--- src/rtl/fp16_acc_if.sv ---
// fp16_acc_if: term stream into the accumulator and the running-sum status out of it.
//   in_valid/in_data/in_last : binary16 term offered by the upstream multiplier
//   in_ready                 : accumulator can take a term this cycle
//   acc_out/cnt/ovf          : running sum, number of terms in it, sticky overflow
//   out_valid                : one-cycle pulse when a sum closed by in_last is final
interface fp16_acc_if #(
  parameter int unsigned CNT_W = 8
);
  logic             in_valid;
  logic [15:0]      in_data;
  logic             in_last;
  logic             in_ready;
  logic [15:0]      acc_out;
  logic             out_valid;
  logic [CNT_W-1:0] cnt;
  logic             ovf;

  modport master (
    output in_valid, in_data, in_last,
    input  in_ready, acc_out, out_valid, cnt, ovf
  );

  modport slave (
    input  in_valid, in_data, in_last,
    output in_ready, acc_out, out_valid, cnt, ovf
  );
endinterface

--- src/rtl/fp16_acc.sv ---
// fp16_acc: multi-cycle binary16 accumulator (IDLE -> ALIGN -> ADD -> NORM).
//   clk, rst_n : clock and asynchronous active-low reset
//   clr        : synchronous clear of sum, count, flag and sequencer
//   bus        : slave side of fp16_acc_if (term in, running sum out)
// Rounding is toward zero; zero/subnormal inputs count as +0 and tiny
// results flush to +0. Once ovf is set the sum is frozen until a new sum starts.
module fp16_acc #(
  parameter int unsigned CNT_W = 8
) (
  input  logic      clk,
  input  logic      rst_n,
  input  logic      clr,
  fp16_acc_if.slave bus
);
  localparam int unsigned DW = 16;
  localparam int unsigned EW = 5;
  localparam int unsigned MW = 11;
  localparam int unsigned SW = 12;
  localparam int unsigned XW = 7;

  typedef enum logic [1:0] {IDLE, ALIGN, ADD, NORM} state_e;

  state_e           state_q, state_d;
  logic [DW-1:0]    term_q, term_d;
  logic             last_q, last_d;
  logic             zero_base_q, zero_base_d;
  logic             fresh_q, fresh_d;
  logic [DW-1:0]    acc_q, acc_d;
  logic [CNT_W-1:0] cnt_q, cnt_d;
  logic             ovf_q, ovf_d;
  logic             out_valid_q, out_valid_d;
  logic             in_ready_q, in_ready_d;
  logic [EW-1:0]    exp_q, exp_d;
  logic [MW-1:0]    m_hi_q, m_hi_d;
  logic [MW-1:0]    m_lo_q, m_lo_d;
  logic             sign_q, sign_d;
  logic             sub_q, sub_d;
  logic             inf_q, inf_d;
  logic             inf_sign_q, inf_sign_d;
  logic [SW-1:0]    sum_q, sum_d;

  // Alignment and normalisation helpers
  logic [DW-1:0] op_a, op_b;
  logic [EW-1:0] e_a, e_b, e_hi, e_lo, diff;
  logic [MW-1:0] m_a, m_b, m_hi, m_lo;
  logic          s_hi, a_ge;
  logic [3:0]    lead, sh;
  logic [XW-1:0] e_inc, e_res;
  logic          flush, over;
  logic [9:0]    frac;

  // Next-state, datapath and output logic
  always_comb begin
    state_d     = state_q;
    term_d      = term_q;
    last_d      = last_q;
    zero_base_d = zero_base_q;
    fresh_d     = fresh_q;
    acc_d       = acc_q;
    cnt_d       = cnt_q;
    ovf_d       = ovf_q;
    out_valid_d = 1'b0;
    exp_d       = exp_q;
    m_hi_d      = m_hi_q;
    m_lo_d      = m_lo_q;
    sign_d      = sign_q;
    sub_d       = sub_q;
    inf_d       = inf_q;
    inf_sign_d  = inf_sign_q;
    sum_d       = sum_q;

    // Operand decode: the first term of a new sum adds onto +0
    op_a = zero_base_q ? '0 : acc_q;
    op_b = term_q;
    e_a  = op_a[14:10];
    e_b  = op_b[14:10];
    m_a  = (e_a == '0) ? '0 : {1'b1, op_a[9:0]};
    m_b  = (e_b == '0) ? '0 : {1'b1, op_b[9:0]};
    a_ge = (e_a > e_b) || ((e_a == e_b) && (m_a >= m_b));
    e_hi = a_ge ? e_a : e_b;
    e_lo = a_ge ? e_b : e_a;
    m_hi = a_ge ? m_a : m_b;
    m_lo = a_ge ? m_b : m_a;
    s_hi = a_ge ? op_a[15] : op_b[15];
    diff = e_hi - e_lo;

    // Leading-one position of the raw sum; shift brings it to bit 11
    lead = '0;
    for (int i = 0; i < SW; i++) begin
      if (sum_q[i]) lead = 4'(i);
    end
    sh    = 4'd11 - lead;
    frac  = 10'((sum_q << sh) >> 1);
    e_inc = XW'(exp_q) + XW'(1);
    e_res = e_inc - XW'(sh);
    flush = (sum_q == '0) || (e_inc <= XW'(sh));
    over  = !flush && (e_res >= XW'(31));

    unique case (state_q)
      IDLE: begin
        if (bus.in_valid) begin
          term_d      = bus.in_data;
          last_d      = bus.in_last;
          zero_base_d = fresh_q;
          fresh_d     = 1'b0;
          if (fresh_q) begin
            cnt_d = CNT_W'(1);
            ovf_d = 1'b0;
          end else if (cnt_q != '1) begin
            cnt_d = cnt_q + CNT_W'(1);
          end
          state_d = ALIGN;
        end
      end
      ALIGN: begin
        exp_d      = e_hi;
        m_hi_d     = m_hi;
        m_lo_d     = (diff >= EW'(12)) ? '0 : (m_lo >> diff);
        sign_d     = s_hi;
        sub_d      = op_a[15] ^ op_b[15];
        inf_d      = (e_b == '1);
        inf_sign_d = op_b[15];
        state_d    = ADD;
      end
      ADD: begin
        // m_hi >= aligned m_lo, so the difference never goes negative
        sum_d   = sub_q ? (SW'(m_hi_q) - SW'(m_lo_q)) : (SW'(m_hi_q) + SW'(m_lo_q));
        state_d = NORM;
      end
      NORM: begin
        if (!ovf_q) begin
          if (inf_q) begin
            acc_d = {inf_sign_q, 15'h7C00};
            ovf_d = 1'b1;
          end else if (flush) begin
            acc_d = '0;
          end else if (over) begin
            acc_d = {sign_q, 15'h7C00};
            ovf_d = 1'b1;
          end else begin
            acc_d = {sign_q, 5'(e_res), frac};
          end
        end
        if (last_q) begin
          out_valid_d = 1'b1;
          fresh_d     = 1'b1;
        end
        state_d = IDLE;
      end
      default: state_d = IDLE;
    endcase

    // Synchronous clear wins over everything, including an accept
    if (clr) begin
      state_d     = IDLE;
      acc_d       = '0;
      cnt_d       = '0;
      ovf_d       = 1'b0;
      out_valid_d = 1'b0;
      fresh_d     = 1'b0;
    end

    in_ready_d = (state_d == IDLE);
  end

  // State and datapath registers
  always_ff @(posedge clk or negedge rst_n) begin
    if (!rst_n) begin
      state_q     <= IDLE;
      term_q      <= '0;
      last_q      <= 1'b0;
      zero_base_q <= 1'b0;
      fresh_q     <= 1'b0;
      acc_q       <= '0;
      cnt_q       <= '0;
      ovf_q       <= 1'b0;
      out_valid_q <= 1'b0;
      in_ready_q  <= 1'b1;
      exp_q       <= '0;
      m_hi_q      <= '0;
      m_lo_q      <= '0;
      sign_q      <= 1'b0;
      sub_q       <= 1'b0;
      inf_q       <= 1'b0;
      inf_sign_q  <= 1'b0;
      sum_q       <= '0;
    end else begin
      state_q     <= state_d;
      term_q      <= term_d;
      last_q      <= last_d;
      zero_base_q <= zero_base_d;
      fresh_q     <= fresh_d;
      acc_q       <= acc_d;
      cnt_q       <= cnt_d;
      ovf_q       <= ovf_d;
      out_valid_q <= out_valid_d;
      in_ready_q  <= in_ready_d;
      exp_q       <= exp_d;
      m_hi_q      <= m_hi_d;
      m_lo_q      <= m_lo_d;
      sign_q      <= sign_d;
      sub_q       <= sub_d;
      inf_q       <= inf_d;
      inf_sign_q  <= inf_sign_d;
      sum_q       <= sum_d;
    end
  end

  assign bus.in_ready  = in_ready_q;
  assign bus.acc_out   = acc_q;
  assign bus.out_valid = out_valid_q;
  assign bus.cnt       = cnt_q;
  assign bus.ovf       = ovf_q;
endmodule

--- src/flat_wrapper.sv ---
// flat-port wrapper written by rule: the top's interface ports become plain ports
module fp16_acc_flat 
#(
  parameter int unsigned CNT_W = 8
)
  (clk, rst_n, clr, bus_in_valid, bus_in_data, bus_in_last, bus_in_ready, bus_acc_out, bus_out_valid, bus_cnt, bus_ovf);
  fp16_acc_if #(.CNT_W(CNT_W)) bus_i ();
  input  logic clk;
  input  logic rst_n;
  input  logic clr;
  input wire logic [$bits(bus_i.in_valid)-1:0] bus_in_valid;
  input wire logic [$bits(bus_i.in_data)-1:0] bus_in_data;
  input wire logic [$bits(bus_i.in_last)-1:0] bus_in_last;
  output wire logic [$bits(bus_i.in_ready)-1:0] bus_in_ready;
  output wire logic [$bits(bus_i.acc_out)-1:0] bus_acc_out;
  output wire logic [$bits(bus_i.out_valid)-1:0] bus_out_valid;
  output wire logic [$bits(bus_i.cnt)-1:0] bus_cnt;
  output wire logic [$bits(bus_i.ovf)-1:0] bus_ovf;
  assign bus_i.in_valid = bus_in_valid;
  assign bus_i.in_data = bus_in_data;
  assign bus_i.in_last = bus_in_last;
  assign bus_in_ready = bus_i.in_ready;
  assign bus_acc_out = bus_i.acc_out;
  assign bus_out_valid = bus_i.out_valid;
  assign bus_cnt = bus_i.cnt;
  assign bus_ovf = bus_i.ovf;
  fp16_acc #(.CNT_W(CNT_W)) u_core (.clk(clk), .rst_n(rst_n), .clr(clr), .bus(bus_i));
endmodule
--- config.mk ---
export PLATFORM = sky130hd
export DESIGN_NAME = fp16_acc_flat
export DESIGN_NICKNAME = d
export VERILOG_FILES = /design/src/rtl/fp16_acc_if.sv /design/src/rtl/fp16_acc.sv /design/src/flat_wrapper.sv
export SDC_FILE = /design/constraint.sdc
export NUM_CORES = 1
export LEC_CHECK = 0
export ABC_AREA = 1
export CORE_ASPECT_RATIO = 0.5
export CORE_MARGIN = 2
export CORE_UTILIZATION = 30
export CTS_CLUSTER_SIZE = 28
export DETAILED_ROUTE_END_ITERATION = 8
export PLACE_DENSITY = 0.48
export SETUP_SLACK_MARGIN = 0.3
export SKIP_LAST_GASP = 1
export SLEW_MARGIN = 40
export SYNTH_ARGS = -nofsm -noshare
export SYNTH_HDL_FRONTEND = slang
export SYNTH_SLANG_ARGS = --single-unit
--- constraint.sdc ---
create_clock -name clk -period 10.6 [get_ports clk]
set_input_delay 1.59 -clock clk [delete_from_list [all_inputs] [get_ports clk]]
set_output_delay 1.59 -clock clk [all_outputs]
set_load 0.01 [all_outputs]
==> summary by stage <==
Pwr
The post-route total power is 2.802 mW. For this design the static power due to leakage is 3.737 nW. VDD sags by at most around 0.13 mV. The power density relative to cell area is 365.1 mW/mm².

Route
The first routing iteration left 538 violations. For this run, the detailed router's first-pass iteration total came to 6. The post-detailed-route DRC marker count is 0. The detail route stage leaves a number of antenna-violating nets equal to 0. After detailed routing, the number of vias per cell comes to 4.865. Detailed routing inserted a total of 6,086 vias. The overall routed net length is roughly 19,000 µm.

The average wire length per cell after detail routing is around 16 µm.

Floorplan
The floorplan step set the die width to 213.3 µm. The row count is 38. The placeable core region is approximately 0.022 mm². The area of the die is 0.02319 mm². The die span in y is ~110 µm.

For this configuration, the core starts out at a cell density of 30.45%. The top-level port count is 48.

Placement
The congestion estimate from routability-driven global placement came to roughly 0.90. Buffers placed on the I/O ports in this run total 47. The wire-length estimate of the detail-placed layout is 15,290 µm.

Worst setup path
The worst setup path is captured at a register. The nature of the critical path startpoint is a register. Data arrives at the worst endpoint at around 5 ns. The endpoint identified for the worst register-to-register timing path is u_core.m_lo_q[0]. The worst setup path endpoint is u_core.m_lo_q[0].

In this run the critical register-to-register path is launched from u_core.zero_base_q. In this run the register-to-register setup slack is 5.79 ns. At the worst endpoint, the required time is 10.85 ns. In this run the worst path has a maximum fanout of 41. The startpoint-to-endpoint class of the critical path is reg2reg. The number of cells on the worst reg-to-reg path is 25. Tracing the worst setup path back leads to its startpoint at u_core.zero_base_q.

Global routing
The total track usage is roughly 18%. The first-pass GRT wire length is 31,060 µm. Entering global routing, the biggest net connects 62 pins. The number of global-route vias before repair came to 5,737. The number of antenna violations at the first check in global routing is 1. The sum of overflow across all layers after global routing is 0.

CTS
The number of buffers between clock root and the deepest sink is 2. The total number of clock tree sinks is a little over 90. The number of CTS-inserted buffers is 9. TritonCTS built the clock tree. In this run the clock root is driven by a sky130_fd_sc_hd__clkbuf_16. The post-CTS setup repair buffer count is 0. The clock insertion delay at the later pin of the skew report is 0.36 ns.

The count of H-tree levels built during CTS is 3. In this run, post-CTS hold repair placed 0 buffers. The clock transition at the registers of the reported paths is 0.07 ns. Gates resized during post-CTS repair numbered 0.

Layout
The most common library cell in the layout ignoring fill and taps is sky130_fd_sc_hd__nand2_1. The share of cells above drive strength 1 is roughly 7.2%. In the layout the commonest cells are sky130_fd_sc_hd__nand2_1 (223), sky130_fd_sc_hd__inv_1 (127), sky130_fd_sc_hd__nand3_1 (93).

The number of inserted filler cells in the final layout is 2,317. At the end of the flow, the number of nets in the layout was 1,008. Relative to the synthesized area, the layout overhead comes to 16.75%. The number of antenna repair diodes is 0.

STA
Headroom to the max-slew limit came out at 59.20%. The max-slew violation count is 0. Final hold analysis gives a worst-case slack of around 0.5 ns. Derived from the worst setup path, the maximum achievable clock frequency is approximately 210 MHz. On the final layout, the worst clock skew is 0.009180 ns. The final setup violation count is 0.

The actual slew at the worst max-slew pin is 0.6083 ns. Setup repair after global routing left no endpoint under its margin. The final critical delay including setup and external delays is 4.807 ns.

The final critical path takes up 45.35% of the cycle. The number of hold violations in the final report is 0. Setup total negative slack on the finished layout was measured at 0 ns.

Synthesis
The fraction of the yosys area taken by sequential cells is 34.66%. The total of warnings raised by yosys is 0. In the synthesized netlist, the number of instances is 908. The synthesized design contains 0 enable-type register cells.

The netlist uses 55 different library cells. The mean instance size in the synthesized netlist is approximately 7.2 µm². Synthesis inferred 91 register bits. When the netlist entered floorplanning its net count stood at 970.

For this run, asynchronously set or reset flops after synthesis account for 100.0%. The mapped netlist covers 0.006574 mm². The leading register cell type out of synthesis is sky130_fd_sc_hd__dfrtp_1.

Worst hold path
The tightest min-delay check is of the reg2reg type.

Run
The tool flagged a number of max-cap violations equal to 0.

Run status
The flow ran to the end, and the final reports show no timing, DRC or antenna violations.
per-stage QoR:
stage          util [%]  setup slack, ns  instances  area [µm²]
2_1_floorplan         -            7.103        908        6574
3_3_place_gp      33.91            5.859       1235        7320
3_5_place_dp      33.92            5.786       1235        7322
4_1_cts           35.54            5.776       1251        7671
5_1_grt           35.56            5.264       1251        7675
6_report          35.56            5.793       1251        7675
final cells by class:
cell class	instances	area (µm²)	share of cell area (%)
well taps	300	375.4	4.891
multi-input cells	660	3675	47.88
flip-flops and latches	91	2278	29.69
repair buffers	50	494.2	6.440
inverters	134	503.0	6.554
clock inverters	7	123.9	1.614
clock buffers	9	225.2	2.934
metal layers:
| layer | track usage (%) | part of all wire [%] |
|---|---|---|
| met3 | 3.255 | 3.6 |
| met2 | 25.56 | 42 |
| met5 | 0 | 0 |
| met4 | 3.968 | 1.3 |
| met1 | 26.67 | 53 |
power by group:
group	internal [mW]	switching (mW)
registers	0.476	0.111
clock network	0.233	0.156
logic	0.631	1.20
total	1.34	1.46
how the worst min path moves through the flow:
stage	from	end	slack [ns]	cells after the start
3_5_place_dp	u_core.sign_q	u_core.sign_q	0.47	2
3_3_place_gp	u_core.sign_q	u_core.sign_q	0.47	2
5_1_grt	u_core.m_hi_q[7]	u_core.m_hi_q[7]	0.52	2
2_1_floorplan	u_core.sign_q	u_core.sign_q	0.45	2
6_report	u_core.sign_q	u_core.sign_q	0.50	2
4_1_cts	u_core.sign_q	u_core.sign_q	0.49	2
state kept, by name, indices dropped and copies added (netlist names), 2 cells and up:
register	cells
u_core.bus.acc_out	16
u_core.op_b	16
u_core.sum_q	12
u_core.m_hi_q	11
u_core.m_lo_q	11
u_core.bus.cnt	8
u_core.exp_q	5
u_core.state_q	2
synthesized netlist by cell type (2+ instances only):
cell type	instances	area (µm²)
sky130_fd_sc_hd__inv_1	127	476.7
sky130_fd_sc_hd__nor3_1	5	25.02
sky130_fd_sc_hd__o211ai_1	10	75.07
sky130_fd_sc_hd__clkbuf_1	13	48.80
sky130_fd_sc_hd__o31ai_1	4	30.03
sky130_fd_sc_hd__nand3_2	2	20.02
sky130_fd_sc_hd__buf_2	6	30.03
sky130_fd_sc_hd__a22oi_1	3	22.52
sky130_fd_sc_hd__nor4_1	2	12.51
sky130_fd_sc_hd__nand4_4	2	42.54
sky130_fd_sc_hd__mux2i_1	2	20.02
sky130_fd_sc_hd__clkinv_1	3	11.26
sky130_fd_sc_hd__o21ai_0	58	290.3
sky130_fd_sc_hd__nand4_1	17	106.4
sky130_fd_sc_hd__nor2_1	58	217.7
sky130_fd_sc_hd__o221ai_1	4	35.03
sky130_fd_sc_hd__a21oi_1	53	265.3
sky130_fd_sc_hd__nand3_1	93	465.5
sky130_fd_sc_hd__o21ai_2	2	17.52
sky130_fd_sc_hd__nand2_2	10	62.56
sky130_fd_sc_hd__o22ai_1	4	25.02
sky130_fd_sc_hd__inv_2	4	15.01
sky130_fd_sc_hd__fa_1	2	40.04
sky130_fd_sc_hd__a31oi_1	3	18.77
sky130_fd_sc_hd__nand2_1	224	840.8
sky130_fd_sc_hd__ha_1	39	488.0
sky130_fd_sc_hd__or2_2	3	18.77
sky130_fd_sc_hd__nor2_2	4	25.02
sky130_fd_sc_hd__buf_6	3	33.78
sky130_fd_sc_hd__o21ai_1	7	35.03
sky130_fd_sc_hd__xnor2_1	5	43.79
sky130_fd_sc_hd__xor2_1	14	122.6
sky130_fd_sc_hd__mux2_2	11	123.9
sky130_fd_sc_hd__dfrtp_1	90	2252
cell families (layout without fill, tap and decap cells):
logic type | count (synthesis) | after routing | synth area share, %
mux | 13 | 13 | 2.189
compound gates | 158 | 158 | 13.82
flops | 91 | 91 | 34.66
buf+inv | 157 | 200 | 9.479
simple gates | 429 | 429 | 29.29
fa+ha+maj | 41 | 41 | 8.032
xor+xnor | 19 | 19 | 2.531
critical path: stages (launching register included):
cell	delay, ns
sky130_fd_sc_hd__dfrtp_1	0.44
sky130_fd_sc_hd__nor2_1	0.13
sky130_fd_sc_hd__inv_1	0.09
sky130_fd_sc_hd__nand3_1	0.11
sky130_fd_sc_hd__nor3_4	0.32
sky130_fd_sc_hd__inv_2	0.15
sky130_fd_sc_hd__nand2_1	0.12
sky130_fd_sc_hd__inv_1	0.06
sky130_fd_sc_hd__ha_1	0.30
sky130_fd_sc_hd__nand2_1	0.08
sky130_fd_sc_hd__inv_1	0.04
sky130_fd_sc_hd__nand2_1	0.06
sky130_fd_sc_hd__nand2_1	0.06
sky130_fd_sc_hd__a21oi_1	0.21
sky130_fd_sc_hd__nand4_4	0.29
sky130_fd_sc_hd__nand2_4	0.43
sky130_fd_sc_hd__nand3_1	0.16
sky130_fd_sc_hd__and2_1	0.17
sky130_fd_sc_hd__ha_1	0.52
sky130_fd_sc_hd__clkinv_1	0.34
sky130_fd_sc_hd__nand3_1	0.21
sky130_fd_sc_hd__nand2_1	0.09
sky130_fd_sc_hd__nand2_1	0.07
sky130_fd_sc_hd__nand3_1	0.07
sky130_fd_sc_hd__nand4_1	0.10
sky130_fd_sc_hd__nand2_1	0.05
(Power assumes the default switching activity.)
==> RTL change 1, RTL diff (same flow settings) <==
Reset style: synchronous (`rst_n`), changed in one clocked block. Comments in the files are not updated.
--- a/src/rtl/fp16_acc.sv
+++ b/src/rtl/fp16_acc.sv
@@ -164,7 +164,7 @@
   end
 
   // State and datapath registers
-  always_ff @(posedge clk or negedge rst_n) begin
+  always_ff @(posedge clk) begin
     if (!rst_n) begin
       state_q     <= IDLE;
       term_q      <= '0;
Behaviour: differs if rst_n is asserted again (counterexample within 4 cycles, from zero or initial values and one cycle with rst_n low); with rst_n held inactive, the same outputs for 4 cycles.
==> RTL change 1 against the unedited design <==
Maximum frequency up 2.0%. Cell area down 5.0%. Sequential cell count unchanged. Wire length down 4.4%. Worst setup slack better by 0.095 ns. Hold slack worse by 0.025 ns. Synthesized cell count up 6.7%. Global-route usage down 0.57 points. Synthesized area down 3.6%. Cell count up 1.6%.
Power is not compared: it rests on default switching activity, and its combinational part moved more than twofold at a synthesized area within 25%.
==> RTL change 1: results (changes against the unedited design) <==
status finished, final reports clean; CTS resizes 0 (unchanged); Detailed Route WL 18,600 um (-4.4%); Final Power 1.13 mW; Synth Flop Type dfxtp_1; met3 wire len 833 um (+18%); vias in the first global route 5,643 (-1.6%); Hold Crit Start u_core.sign_q; Clock-cell share 0.0405 (-0.00500); Slew headroom 0.478 (-0.114); Placed Instances 1,255 (+1.6%); reg2reg path depth 26 (+4.0%); Buffers excl. clock 51 (+2.0%); HPWL after DPL 14,600 um (-4.6%); IO buf count 47 (unchanged); DRT iter0 DRCs 527 (-2.0%); Async SR Flop Fraction 0 (-1.00); launch point of the worst path u_core.zero_base_q; Synth top cells by count 209 x nand2_1, 137 x inv_1, 98 x a21oi_1; Final Wtd Congestion 0.981 (+9.6%); global-route wire length before repair 30,000 um (-3.5%); Worst Clk Skew 0.00640 ns (-0.00278 ns); Data arrival, critical path 5.01 ns (-0.05 ns); WL met1 9850 um (-4.5%); R2R Setup Slk 5.89 ns (+0.10 ns); vias per cell 4.94 (+1.5%); buffer share of cell area 0.0679 (+0.00353); via count 6,273 (+3.1%); CLK BUF 11 (+2); sequential portion of the cell area 0.250 (-0.0471); crit path to u_core.m_lo_q[1]; inverters 143 (+6.7%); Syn Area/Cell 6.54 um2 (-9.6%); 1st-pass router iterations 8 (+2); fillers 2,287 (-1.3%); post-place setup slack 5.61 ns (-0.176 ns); met2 wire len 7720 um (-5.5%); sequential-to-total area share from yosys stat 0.287 (-0.0592); unique cell type count in the Yosys netlist 46 (-16%); GRT met2 Usage 0.253 (-0.00295); synthesized netlist cell count 969 (+6.7%); Hold Path Sink u_core.sign_q; area post-placement 0.00700 mm2 (-4.4%); Layout area overhead 15.1%; Global Route Usage Sum 0.170 (-0.00569); met3 usage 0.0357 (+0.00319); worst hold slack 0.470 ns (-0.0255 ns); layout cells sized above 1 0.0481 (-0.0234); met1 Use GR 0.249 (-0.0180); largest cells by area after synthesis dfxtp_1 29%, nand2_1 12%, inv_1 8.1%; antenna violations before repair 0 (-1); multi-input gate share of total cell area 0.521 (+0.0426); final worst path period share 0.445 (-0.00900); final net count 1,055 (+4.7%); syn_nets 1,031 (+6.3%); leakage power 3.29 nW; Multi-In Gates 697 (+5.6%); Worst-Skew Late Latency 0.36 ns (about the same); largest net degree at the start of global routing 44 (-29%)
## RTL change 1: cell count changes after synthesis, moves of 9 or more
cell,delta
dfrtp_1,-90
nor2_1,+12
o21ai_0,+20
nor3_1,+9
nand2_1,-15
clkbuf_1,+11
nand3_1,-15
a21oi_1,+45
inv_1,+10
dfxtp_1,+91
mux2_2,-11
## RTL change 1: worst min-delay path, stage by stage, from the launching register on
cell and delay [ns]:
dfxtp_1 0.32, nand2_1 0.06, a21oi_1 0.05
## RTL change 1: kinds of logic (layout without fill, tap and decap cells)
kind of cell | count (synthesis) | in the layout | share of synthesized area
buffers and inverters | 181 | 210 | 0.113
adder cells (fa/ha/maj) | 41 | 41 | 0.0833
multiplexers | 2 | 2 | 0.00316
AO/OA/AOI/OAI | 217 | 217 | 0.189
XOR/XNOR | 23 | 23 | 0.0318
AND/OR/NAND/NOR | 414 | 414 | 0.292
flip-flops | 91 | 91 | 0.287
==> RTL change 2, RTL diff (config.mk and constraints unchanged) <==
Made on the original files. `sum_q` no longer has a reset.
--- a/src/rtl/fp16_acc.sv
+++ b/src/rtl/fp16_acc.sv
@@ -183,7 +183,6 @@
       sub_q       <= 1'b0;
       inf_q       <= 1'b0;
       inf_sign_q  <= 1'b0;
-      sum_q       <= '0;
     end else begin
       state_q     <= state_d;
       term_q      <= term_d;
@@ -202,8 +201,11 @@
       sub_q       <= sub_d;
       inf_q       <= inf_d;
       inf_sign_q  <= inf_sign_d;
-      sum_q       <= sum_d;
     end
+  end
+
+  always_ff @(posedge clk) begin
+    sum_q <= sum_d;
   end
 
   assign bus.in_ready  = in_ready_q;
Check against the original RTL: no difference found for any inputs over 4 cycles, from zero or initial values and one cycle with rst_n low; that may be too few to reach the edited logic, so the function may still have changed.
==> RTL change 2 against the unedited design <==
Cell area decreased by 2.0%. Hold slack got worse by 0.011 ns. Worst setup slack got worse by 0.23 ns. Largest cell class unchanged. Synthesized area decreased by 1.1%. First-iteration DRC count decreased by 20%. Sequential cell count unchanged. Wire length decreased by 3.2%.
Power is not shown: default switching activity piles up to over one toggle a cycle in this logic, so the estimate is an artifact.
==> RTL change 2: results (changes against the unedited design) <==
fillers 2,333 (+0.69%); number of synthesized flops with an enable pin 12 (+12); CTS resizes 0 (unchanged); Max FO, Critical Path 38 (-7.3%); HPWL after DPL 14,700 um (-3.9%); Synth top cells by count 254 x nand2_1, 111 x inv_1, 78 x dfrtp_1, 78 x nand3_1, 55 x o21ai_0; unique cell type count in the Yosys netlist 48 (-13%); Async SR Flop Fraction 0.868 (-0.132); via count 5,881 (-3.4%); H-tree lvl count 3 (unchanged); vias in the first global route 5,646 (-1.6%); final net count 986 (-2.2%); Global Route Usage Sum 0.174 (-0.00207); DRT iter0 DRCs 429 (-20%); Worst Clk Skew 0.0158 ns (+0.00666 ns); sequential-to-total area share from yosys stat 0.360 (+0.0130); IO buf count 47 (unchanged); CTS Root Cell clkbuf_16; syn_nets 951 (-2.0%); largest cells by area after synthesis dfrtp_1 30%, nand2_1 15%, ha_1 7.5%; antenna violations before repair 0 (-1); reg2reg path depth 22 (-12%); layout cells sized above 1 0.0603 (-0.0112); Slew headroom 0.513 (-0.0793); CTS max path bufs 2 (unchanged); Detailed Route WL 18,800 um (-3.2%); 1st-pass router iterations 5 (-1); largest net degree at the start of global routing 49 (-21%); global-route wire length before repair 30,800 um (-0.75%); status finished, final reports clean; # DRC 0 (unchanged); Data arrival, critical path 5.28 ns (+0.22 ns)
[RTL change 2: changes by cell type after synthesis, moves of 6 or more]
cell and change:
edfxtp_1 +12, inv_1 -16, nand3_1 -15, dfrtp_1 -12
nor2_1 -7, xor2_1 +6, mux2_2 -11, nand2_1 +30
[RTL change 2: area by class of cell]
class,count,area share
clock buffers,10,0.0318
clock inverters,6,0.00599
inverters,118,0.0590
multi-input cells,654,0.477
flip-flops and latches,91,0.311
well taps,300,0.0499
repair buffers,50,0.0652
[RTL change 2: logic make-up after synthesis]
group,synth area share
AOI/OAI and AO/OA,0.132
xor gates and xnor gates,0.0323
adders and majority gates,0.0812
buffers and inverters,0.0885
DFF,0.360
muxes,0.00308
and+or+nand+nor,0.303
[RTL change 2: worst paths after layout]
path	endpoint	slack (ns)	from
max	u_core.m_lo_q[2]	5.56	u_core.zero_base_q
min	u_core.op_b[2]	0.48	u_core.op_b[2]
max reg2reg	u_core.m_lo_q[2]	5.56	u_core.zero_base_q
min reg2reg	u_core.op_b[2]	0.48	u_core.op_b[2]
max in group asynchronous	u_core.m_lo_q[10]	8.40	rst_n
min in group asynchronous	u_core.last_q	1.16	rst_n
[RTL change 2: per-layer routing]
| metal | global-route usage | wire length [um] | up-vias |
|---|---|---|---|
| met5 | 0 | 0 | - |
| met4 | 0.0335 | 174 | 0 |
| met3 | 0.0325 | 684 | 14 |
| met2 | 0.266 | 8050 | 109 |
| met1 | 0.255 | 9900 | 2743 |
| li1 | - | - | 3015 |
[RTL change 2: critical path, cell delays in order, from the launching register on]
cell and delay [ns]:
dfrtp_1 0.43, inv_1 0.09, nand2_1 0.10, inv_1 0.09
nor3_1 0.14, nand3_1 0.43, nand2_1 0.24, inv_1 0.07
ha_1 0.31, a21oi_1 0.20, nand2_1 0.08, a21oi_1 0.25
nand4_4 0.30, nand2_4 0.44, nand3_2 0.13, and2_1 0.17
ha_1 0.51, clkinv_1 0.34, and2_1 0.28, nand2_1 0.10
nand2_1 0.06, nand4_1 0.09, nand2_1 0.05
[RTL change 2: metrics by stage]
step            util  worst slack [ns]  hold slack (ns)  std cells  area, um2
6_report       0.350              5.56            0.485       1229       7520
5_1_grt        0.350              4.98            0.505       1229       7520
4_1_cts        0.350              5.59            0.493       1229       7520
3_5_place_dp   0.337              5.61            0.478       1213       7240
3_3_place_gp   0.337              5.71            0.473       1213       7240
2_1_floorplan      -              7.06            0.449        889       6500
